==> config.mk <==
export PLATFORM = sky130hd
export DESIGN_NAME = ex_hazard_ctrl
export DESIGN_NICKNAME = d
export VERILOG_FILES = /design/src/rtl/ex_ctrl_pkg.sv /design/src/rtl/sat_counter.sv /design/src/rtl/ex_hazard_ctrl.sv
export SDC_FILE = /design/constraint.sdc
export NUM_CORES = 1
export LEC_CHECK = 0
export CAP_MARGIN = 20
export CORE_ASPECT_RATIO = 0.7
export CORE_MARGIN = 5
export CORE_UTILIZATION = 38
export CTS_BUF_LIST = sky130_fd_sc_hd__clkbuf_4
export CTS_CLUSTER_DIAMETER = 150
export DETAILED_ROUTE_END_ITERATION = 10
export HOLD_SLACK_MARGIN = 0.08
export PLACE_DENSITY_LB_ADDON = 0.2
export RECOVER_POWER = 25
export SYNTH_ARGS = -nofsm -noshare
export SYNTH_HDL_FRONTEND = slang
export SYNTH_SLANG_ARGS = --single-unit
==> constraint.sdc <==
create_clock -name clk -period 3.7 [get_ports clk]
set_clock_uncertainty 0.1 [all_clocks]
set_input_delay 0.925 -clock clk [delete_from_list [all_inputs] [get_ports clk]]
set_output_delay 0.925 -clock clk [all_outputs]
set_load 0.01 [all_outputs]
==> src/rtl/ex_ctrl_pkg.sv <==
// Shared types and helpers for the EX-stage hazard/forwarding controller.
package ex_ctrl_pkg;

  typedef enum logic [1:0] {
    FWD_RF  = 2'b00,
    FWD_EX  = 2'b01,
    FWD_MEM = 2'b10
  } fwd_sel_t;

  typedef enum logic [1:0] {
    RUN      = 2'd0,
    LU_STALL = 2'd1,
    FROZEN   = 2'd2
  } hz_state_t;

  localparam logic [4:0] ZR_IDX = 5'd31;

  // Operand source select: the youngest producer (EX) wins over MEM.
  function automatic fwd_sel_t fwd_sel(input logic uses, input logic m_ex,
                                       input logic m_mem);
    fwd_sel_t s;
    s = FWD_RF;
    if (uses && m_ex)       s = FWD_EX;
    else if (uses && m_mem) s = FWD_MEM;
    return s;
  endfunction

endpackage

==> src/rtl/sat_counter.sv <==
// Saturating up-counter with synchronous active-high clear.
module sat_counter #(
  parameter int W = 32
) (
  input  logic         clk,
  input  logic         reset,
  input  logic         inc,
  output logic [W-1:0] count
);

  logic [W-1:0] r_count;

  // Count enabled cycles; hold at all-ones instead of wrapping.
  always_ff @(posedge clk) begin
    if (reset)
      r_count <= '0;
    else if (inc && (r_count != {W{1'b1}}))
      r_count <= r_count + {{(W-1){1'b0}}, 1'b1};
  end

  assign count = r_count;

endmodule

==> src/rtl/ex_hazard_ctrl.sv <==
// Hazard and forwarding controller: operand/flag forwarding selects,
// load-use stall FSM with external freeze, and stall/bubble perf counters.
module ex_hazard_ctrl
  import ex_ctrl_pkg::*;
#(
  parameter int         CNT_W = 32,
  parameter logic [4:0] ZR    = ZR_IDX
) (
  input  logic             clk,
  input  logic             reset,
  input  logic             id_valid,
  input  logic [4:0]       id_rn,
  input  logic [4:0]       id_rm,
  input  logic             id_uses_rn,
  input  logic             id_uses_rm,
  input  logic             id_reads_flags,
  input  logic [4:0]       ex_rd,
  input  logic             ex_reg_write,
  input  logic             ex_mem_read,
  input  logic             ex_flag_en,
  input  logic [4:0]       mem_rd,
  input  logic             mem_reg_write,
  input  logic             freeze,
  output logic             stall_pc,
  output logic             stall_ifid,
  output logic             ex_bubble,
  output logic [1:0]       fwd_a,
  output logic [1:0]       fwd_b,
  output logic             fwd_flags,
  output logic [CNT_W-1:0] stall_cnt,
  output logic [CNT_W-1:0] bubble_cnt,
  output logic [1:0]       state_o
);

  hz_state_t r_state;

  logic w_ex_rn, w_ex_rm, w_mem_rn, w_mem_rm;
  logic w_lu, w_bubble, w_stall;

  // The zero register is a sink: writes to it never produce a hazard.
  assign w_ex_rn  = ex_reg_write  && (ex_rd  == id_rn) && (id_rn != ZR);
  assign w_ex_rm  = ex_reg_write  && (ex_rd  == id_rm) && (id_rm != ZR);
  assign w_mem_rn = mem_reg_write && (mem_rd == id_rn) && (id_rn != ZR);
  assign w_mem_rm = mem_reg_write && (mem_rd == id_rm) && (id_rm != ZR);

  // A load result is not available until MEM, so a dependent ID op must wait.
  assign w_lu = id_valid && ex_mem_read &&
                ((id_uses_rn && w_ex_rn) || (id_uses_rm && w_ex_rm));

  // Stall/bubble decision; freeze holds everything without a bubble.
  always_comb begin
    w_bubble = 1'b0;
    if (!reset && !freeze)
      w_bubble = ((r_state == RUN) && w_lu) || (r_state == LU_STALL);
  end

  assign w_stall    = !reset && (freeze || w_bubble);
  assign stall_pc   = w_stall;
  assign stall_ifid = w_stall;
  assign ex_bubble  = w_bubble;

  // Forwarding selects and flag source, all quiet while reset or no ID op.
  always_comb begin
    fwd_a     = FWD_RF;
    fwd_b     = FWD_RF;
    fwd_flags = 1'b0;
    if (!reset && id_valid) begin
      fwd_a     = fwd_sel(id_uses_rn, w_ex_rn, w_mem_rn);
      fwd_b     = fwd_sel(id_uses_rm, w_ex_rm, w_mem_rm);
      fwd_flags = ex_flag_en && id_reads_flags;
    end
  end

  // Stall FSM: one-cycle load-use stall, freeze takes precedence everywhere.
  always_ff @(posedge clk) begin
    if (reset)
      r_state <= RUN;
    else begin
      case (r_state)
        RUN: begin
          if (freeze)    r_state <= FROZEN;
          else if (w_lu) r_state <= LU_STALL;
        end
        LU_STALL: r_state <= freeze ? FROZEN : RUN;
        FROZEN:   r_state <= freeze ? FROZEN : RUN;
        default:  r_state <= RUN;
      endcase
    end
  end

  assign state_o = r_state;

  sat_counter #(.W(CNT_W)) u_stall_cnt (
    .clk   (clk),
    .reset (reset),
    .inc   (w_stall),
    .count (stall_cnt)
  );

  sat_counter #(.W(CNT_W)) u_bubble_cnt (
    .clk   (clk),
    .reset (reset),
    .inc   (w_bubble),
    .count (bubble_cnt)
  );

endmodule

---- Word-level counts from Yosys, hierarchy flattened ----
Index checks and enable logic that the tools add are counted.
word-level totals
  bits in registers ....................... 66
  input bits .............................. 31
  word-level logic and storage cells ...... 56
cells by class
  $add $sub $neg .......................... 2
  eq/ne operators ......................... 11
  muxes and demuxes ....................... 12
  reductions and logical operators ........ 28
operators with widths
  kind                                                              count
  32-bit by 1-bit adder with 32-bit output (second input constant)  2
  32-bit != test (second input constant)                            2
  1-bit logical AND                                                 21
  5-bit == test                                                     4
  2-bit 2-to-1 mux                                                  9
  5-bit != test (second input constant)                             2
  2-bit case mux with 2 select lines                                1
  1-bit logical OR                                                  3
  3-bit != test (second input constant)                             1
  2-bit by 1-bit == test with 1-bit output (second input constant)  1
  2-bit == test (second input constant)                             1
  1-bit zero test                                                   2
  2-bit zero test                                                   1
  1-bit 2-to-1 mux                                                  2
  2-bit OR reduction                                                1

---- Depth between registers and ports, before layout ----
  word-level depth ........................ 12
  depth in mapped cells ................... 10
  gate-level depth less buffers ........... 8

---- By module ----
Synthesis repeated with hierarchy kept, for this count alone.
unflattened totals
  cells, all modules ...................... 461
  area, all modules ....................... 3826.2 um^2
modules (own cells, without submodules)
  module          instances  cells an instance  area each (um^2)  seq. area each (um^2)
  sat_counter     2          199                1674.1            640.6
  ex_hazard_ctrl  1          63                 478.0             40.0

---- Worst setup path before layout ----
Ideal clock, no wire load.
  path type ............................... input to output
  start point ............................. input port ex_rd[0]
  end point ............................... output port stall_pc
  arrival time ............................ 2184 ps
  required time ........................... 2675 ps
  path slack .............................. 491 ps
  stages on the path ...................... 6
  path buffers ............................ 1
  cell sequence ........................... xnor2_1 -> nand4_1 -> nor3_4 -> o2111ai_4 -> a21oi_1 -> buf_4
between the ends
  cells in the longest elaborated chain, start to end .. 11
  elaborated cells between the ends (all ways) .. 15
  those cells by class .................... eq/ne (2); mux (1); reduce/logical (12)
ends and longest elaborated chain
  item                                               line                                        source
  start: declaration                                 ex_hazard_ctrl.sv:17                        input logic [4:0] ex_rd,
  5-bit == test (on tied branches)                   ex_hazard_ctrl.sv:41, ex_hazard_ctrl.sv:42
  1-bit logical AND (on tied branches) (2 in a row)  ex_hazard_ctrl.sv:41, ex_hazard_ctrl.sv:42
  1-bit logical AND                                  ex_hazard_ctrl.sv:48                        ((id_uses_rn && w_ex_rn) || (id_uses_rm && w_ex_rm));
  1-bit logical OR (*)                               ex_hazard_ctrl.sv:48
  1-bit logical AND (*)                              ex_hazard_ctrl.sv:47                        assign w_lu = id_valid && ex_mem_read &&
  1-bit logical AND (*)                              ex_hazard_ctrl.sv:54                        w_bubble = ((r_state == RUN) && w_lu) || (r_state == LU_STALL);
  1-bit logical OR (*)                               ex_hazard_ctrl.sv:54
  1-bit 2-to-1 mux (*)                               ex_hazard_ctrl.sv:53                        if (!reset && !freeze)
  1-bit logical OR (*)                               ex_hazard_ctrl.sv:57                        assign w_stall = !reset && (freeze || w_bubble);
  1-bit logical AND (*)                              ex_hazard_ctrl.sv:57
  end: declaration                                   ex_hazard_ctrl.sv:24                        output logic stall_pc,
Mark *: on every way between the ends. The rest lies on a longest branch, timed or not.

---- Worst setup path after layout ----
  start point ............................. input port id_valid
  end point ............................... output port fwd_b[1]
between the ends
  cells in the longest elaborated chain, start to end .. 2
ends and longest elaborated chain
  item                line                  source
  start: declaration  ex_hazard_ctrl.sv:11  input logic id_valid,
  1-bit logical AND   ex_hazard_ctrl.sv:67  if (!reset && id_valid) begin
  2-bit 2-to-1 mux    ex_hazard_ctrl.sv:67
  end: declaration    ex_hazard_ctrl.sv:28  output logic [1:0] fwd_b,
Every way passes these cells.

==> impl_metrics.csv <==
group,metric,value,unit
global_route,grt_pass1_wl,18400,um
yosys,synth_area_per_cell,8.28,sq um
global_route,grt_pass1_vias,3665,
clocking,numCtsBuffers,9,
finish,area_growth_syn_to_layout,37.2,%
sta,hold_viol_final,0,
sta,rsz0062_at_grt,"false",
yosys,synth_cells,457,
setup_path,cp_num_buf_inv,3,
setup_path,cp.arrival,2.63,ns
setup_path,worst_setup_path_start_kind,"primary input",
setup_path,path_class,"primary input to output port",
setup_path,end_kind,"output port",
yosys,yosys.area.top_type_share,34.9,%
setup_path,slowest_delay,0.49,ns
floorplan,dieArea,0.0121,sq mm
min_path,hold_start,"u_stall_cnt.count[29]",
floorplan,die_h,93.5,um
floorplan,io_pins,105,
floorplan,rows,30,
min_path,hp-class,"flop to flop",
setup_path,crit_fanout,5,
finish,nFillCells,964,
yosys,synth-main-ff-cell,"dfxtp_1",
sta,tightest_slew,0.684,ns
floorplan,core_area,0.00972,sq mm
clocking,cts_tree,"done",
yosys,synthesis.nets,493,
yosys,yosysMostFrequentCell,"dfxtp_1",
clocking,clock_tree.root_cell,"clkbuf_4",
global_route,grt.total_usage,18.8,%
clocking,clock_sinks,66,
yosys,ys_seq_area_share,34.9,%
clocking,cts_buffer_depth,2,
yosys,yosys.area.top_type,"dfxtp_1",
run,cap_violations,0,
drt,ant_nets,0,
sta,period_needed,3.65,ns
finish,drive_gt1_share,11.2,%
drt,drcViolationCount,0,
sta,finalCritPeriodShare,98.7,%
finish,seq_area,0.00132,sq mm
status,status,"complete, no violations",
yosys,synth_cell_types,53,
yosys,yosys-top-cells-area,"dfxtp_1 35%, xnor2_1 6.5%, a21oi_1 5.7%, nand3_1 4.1%, nand2_1 3.8%",
placed_design,port_buffers,104,
setup_path,crit_chain,"clkdlybuf4s50_1 > nor2b_1 > buf_4 > nand4_1 > or4_1 > nor3_2 > dlygate4sd2_1",
yosys,ys_warn_count,0,
global_route,antenna_found_initial,0,
power,powerDensity,236,mW/mm^2
placed_design,hpwl,8520,um
placed_design,gp_congestion,0.929,
global_route,grt_max_degree,66,
setup_path,cp_top_family,"buffers and inverters",
yosys,syn_area,0.00378,sq mm
setup_path,required,2.67,ns
yosys,synth_edf_count,0,
sta,fin_hold_ws,0.404,ns
drt,routedWlPerCell,16.0,um
setup_path,r2r-start,"u_bubble_cnt.count[7]",
clocking,clkTransAtPathRegs,0.11,ns
finish,multi_input_area,0.00232,sq mm
power,p_leak,0.00186,uW
drt,first_pass_iters,4,
sta,finalMaxSlewViolations,0,
drt,vias_per_cell,5.55,
sta,slew_headroom,54.4,%
floorplan,initial_core_util,38.9,%
power,max-vdd-ir-drop,134,uV
power,power,1230,uW
setup_path,critical-path-slowest-cell,"clkdlybuf4s50_1",
yosys,ys_ff_latch,66,
finish,diodes,0,
global_route,overflow,0,
drt,wirelength,11500,um
sta,final-setup-viol-count,0,
drt,drt_iter0_drc,292,
yosys,synthArstFlopShare,0,%
clocking,clk_latency,0.41,ns
setup_path,crit_start,"id_valid",
sta,max_freq,274,MHz
finish,fin_nets,620,
floorplan,die_w,129,um
drt,vias,3968,
clocking,htree_levels,3,
yosys,synth_common_cells,"66 x dfxtp_1, 43 x a21oi_1, 38 x nand2_1, 35 x nor2_1, 31 x nand3_1",
-- worst register-to-register path, delay by kind of cell, from the launching register on --
kind | cells | cell delay [ns]
flops | 1 | 0.43
compound gates | 2 | 0.32
simple gates | 4 | 1.08
buf+inv | 2 | 0.41
mux | 1 | 0.33
-- repair_timing --
item,CTS,global route
buffers inserted,2,0
gates resized for setup,24,8
hold buffers,0,0
pin swaps,6,4
setup endpoints to repair,7,5
-- per-stage QoR --
stage | TNS, ns | area [sq um] | instances | util [%] | setup slack, ns
2_1_floorplan | 0 | 3780 | 457 | - | 0.491
3_3_place_gp | -1.89 | 5080 | 699 | 52.3 | -0.326
3_5_place_dp | -2.11 | 5080 | 699 | 52.3 | -0.391
4_1_cts | 0 | 5180 | 715 | 53.2 | 0.00978
5_1_grt | 0 | 5190 | 715 | 53.4 | 0.0113
6_report | 0 | 5190 | 715 | 53.4 | 0.0479
-- cells by family after synthesis --
family,count (synthesis),share of synthesized area (%)
and+or+nand+nor,201,29.7
DFF,66,34.9
buffers and inverters,32,4.23
AOI/OAI and AO/OA,114,20.2
xor gates and xnor gates,34,7.87
adders and majority gates,5,1.65
muxes,5,1.49
-- layer usage --
layer	part of all wire [%]	routed length, um	track usage [%]	up-vias
met1	49	5610	27.7	1863
met3	8.4	957	4.91	8
met5	0	0	0	-
li1	-	-	-	1967
met4	0.74	85	4.11	0
met2	42	4800	27.4	130
-- cells in the final DEF (no fill, tap or decap), types with 28 or more instances in the layout --
cell type	instances
nand3_1	31
nand2_1	38
dlygate4sd3_1	33
clkdlybuf4s50_1	50
nor2_1	35
xnor2_1	28
dfxtp_1	66
a21oi_1	42
buf_4	30
-- power by group --
part / leakage [uW] / total [uW] / switching, uW / internal (uW)
registers: 0.000532 / 718 / 4.46 / 713
clock network: 0.0000502 / 377 / 254 / 123
logic: 0.00127 / 130 / 65.7 / 64.8
-- worst paths after layout --
path,slack [ns],depth (start not counted),end
max reg2reg,0.92,9,u_bubble_cnt.count[10]
min,0.40,2,u_stall_cnt.count[29]
max,0.05,7,fwd_b[1]
min reg2reg,0.40,2,u_stall_cnt.count[29]
-- registers in the layout (all words and copies together) (netlist names) --
register / flops
state_o: 2
u_stall_cnt.count: 32
u_bubble_cnt.count: 32
-- final cells by class --
cell class | instances | area share (%)
multi-input combinational | 359 | 44.7
sequential | 66 | 25.5
timing repair buffer | 134 | 24.0
tap | 128 | 3.09
clock buffer | 9 | 1.30
inverter | 14 | 1.01
clock inverter | 5 | 0.458
No activity file was read; power rests on OpenSTA's default activity.
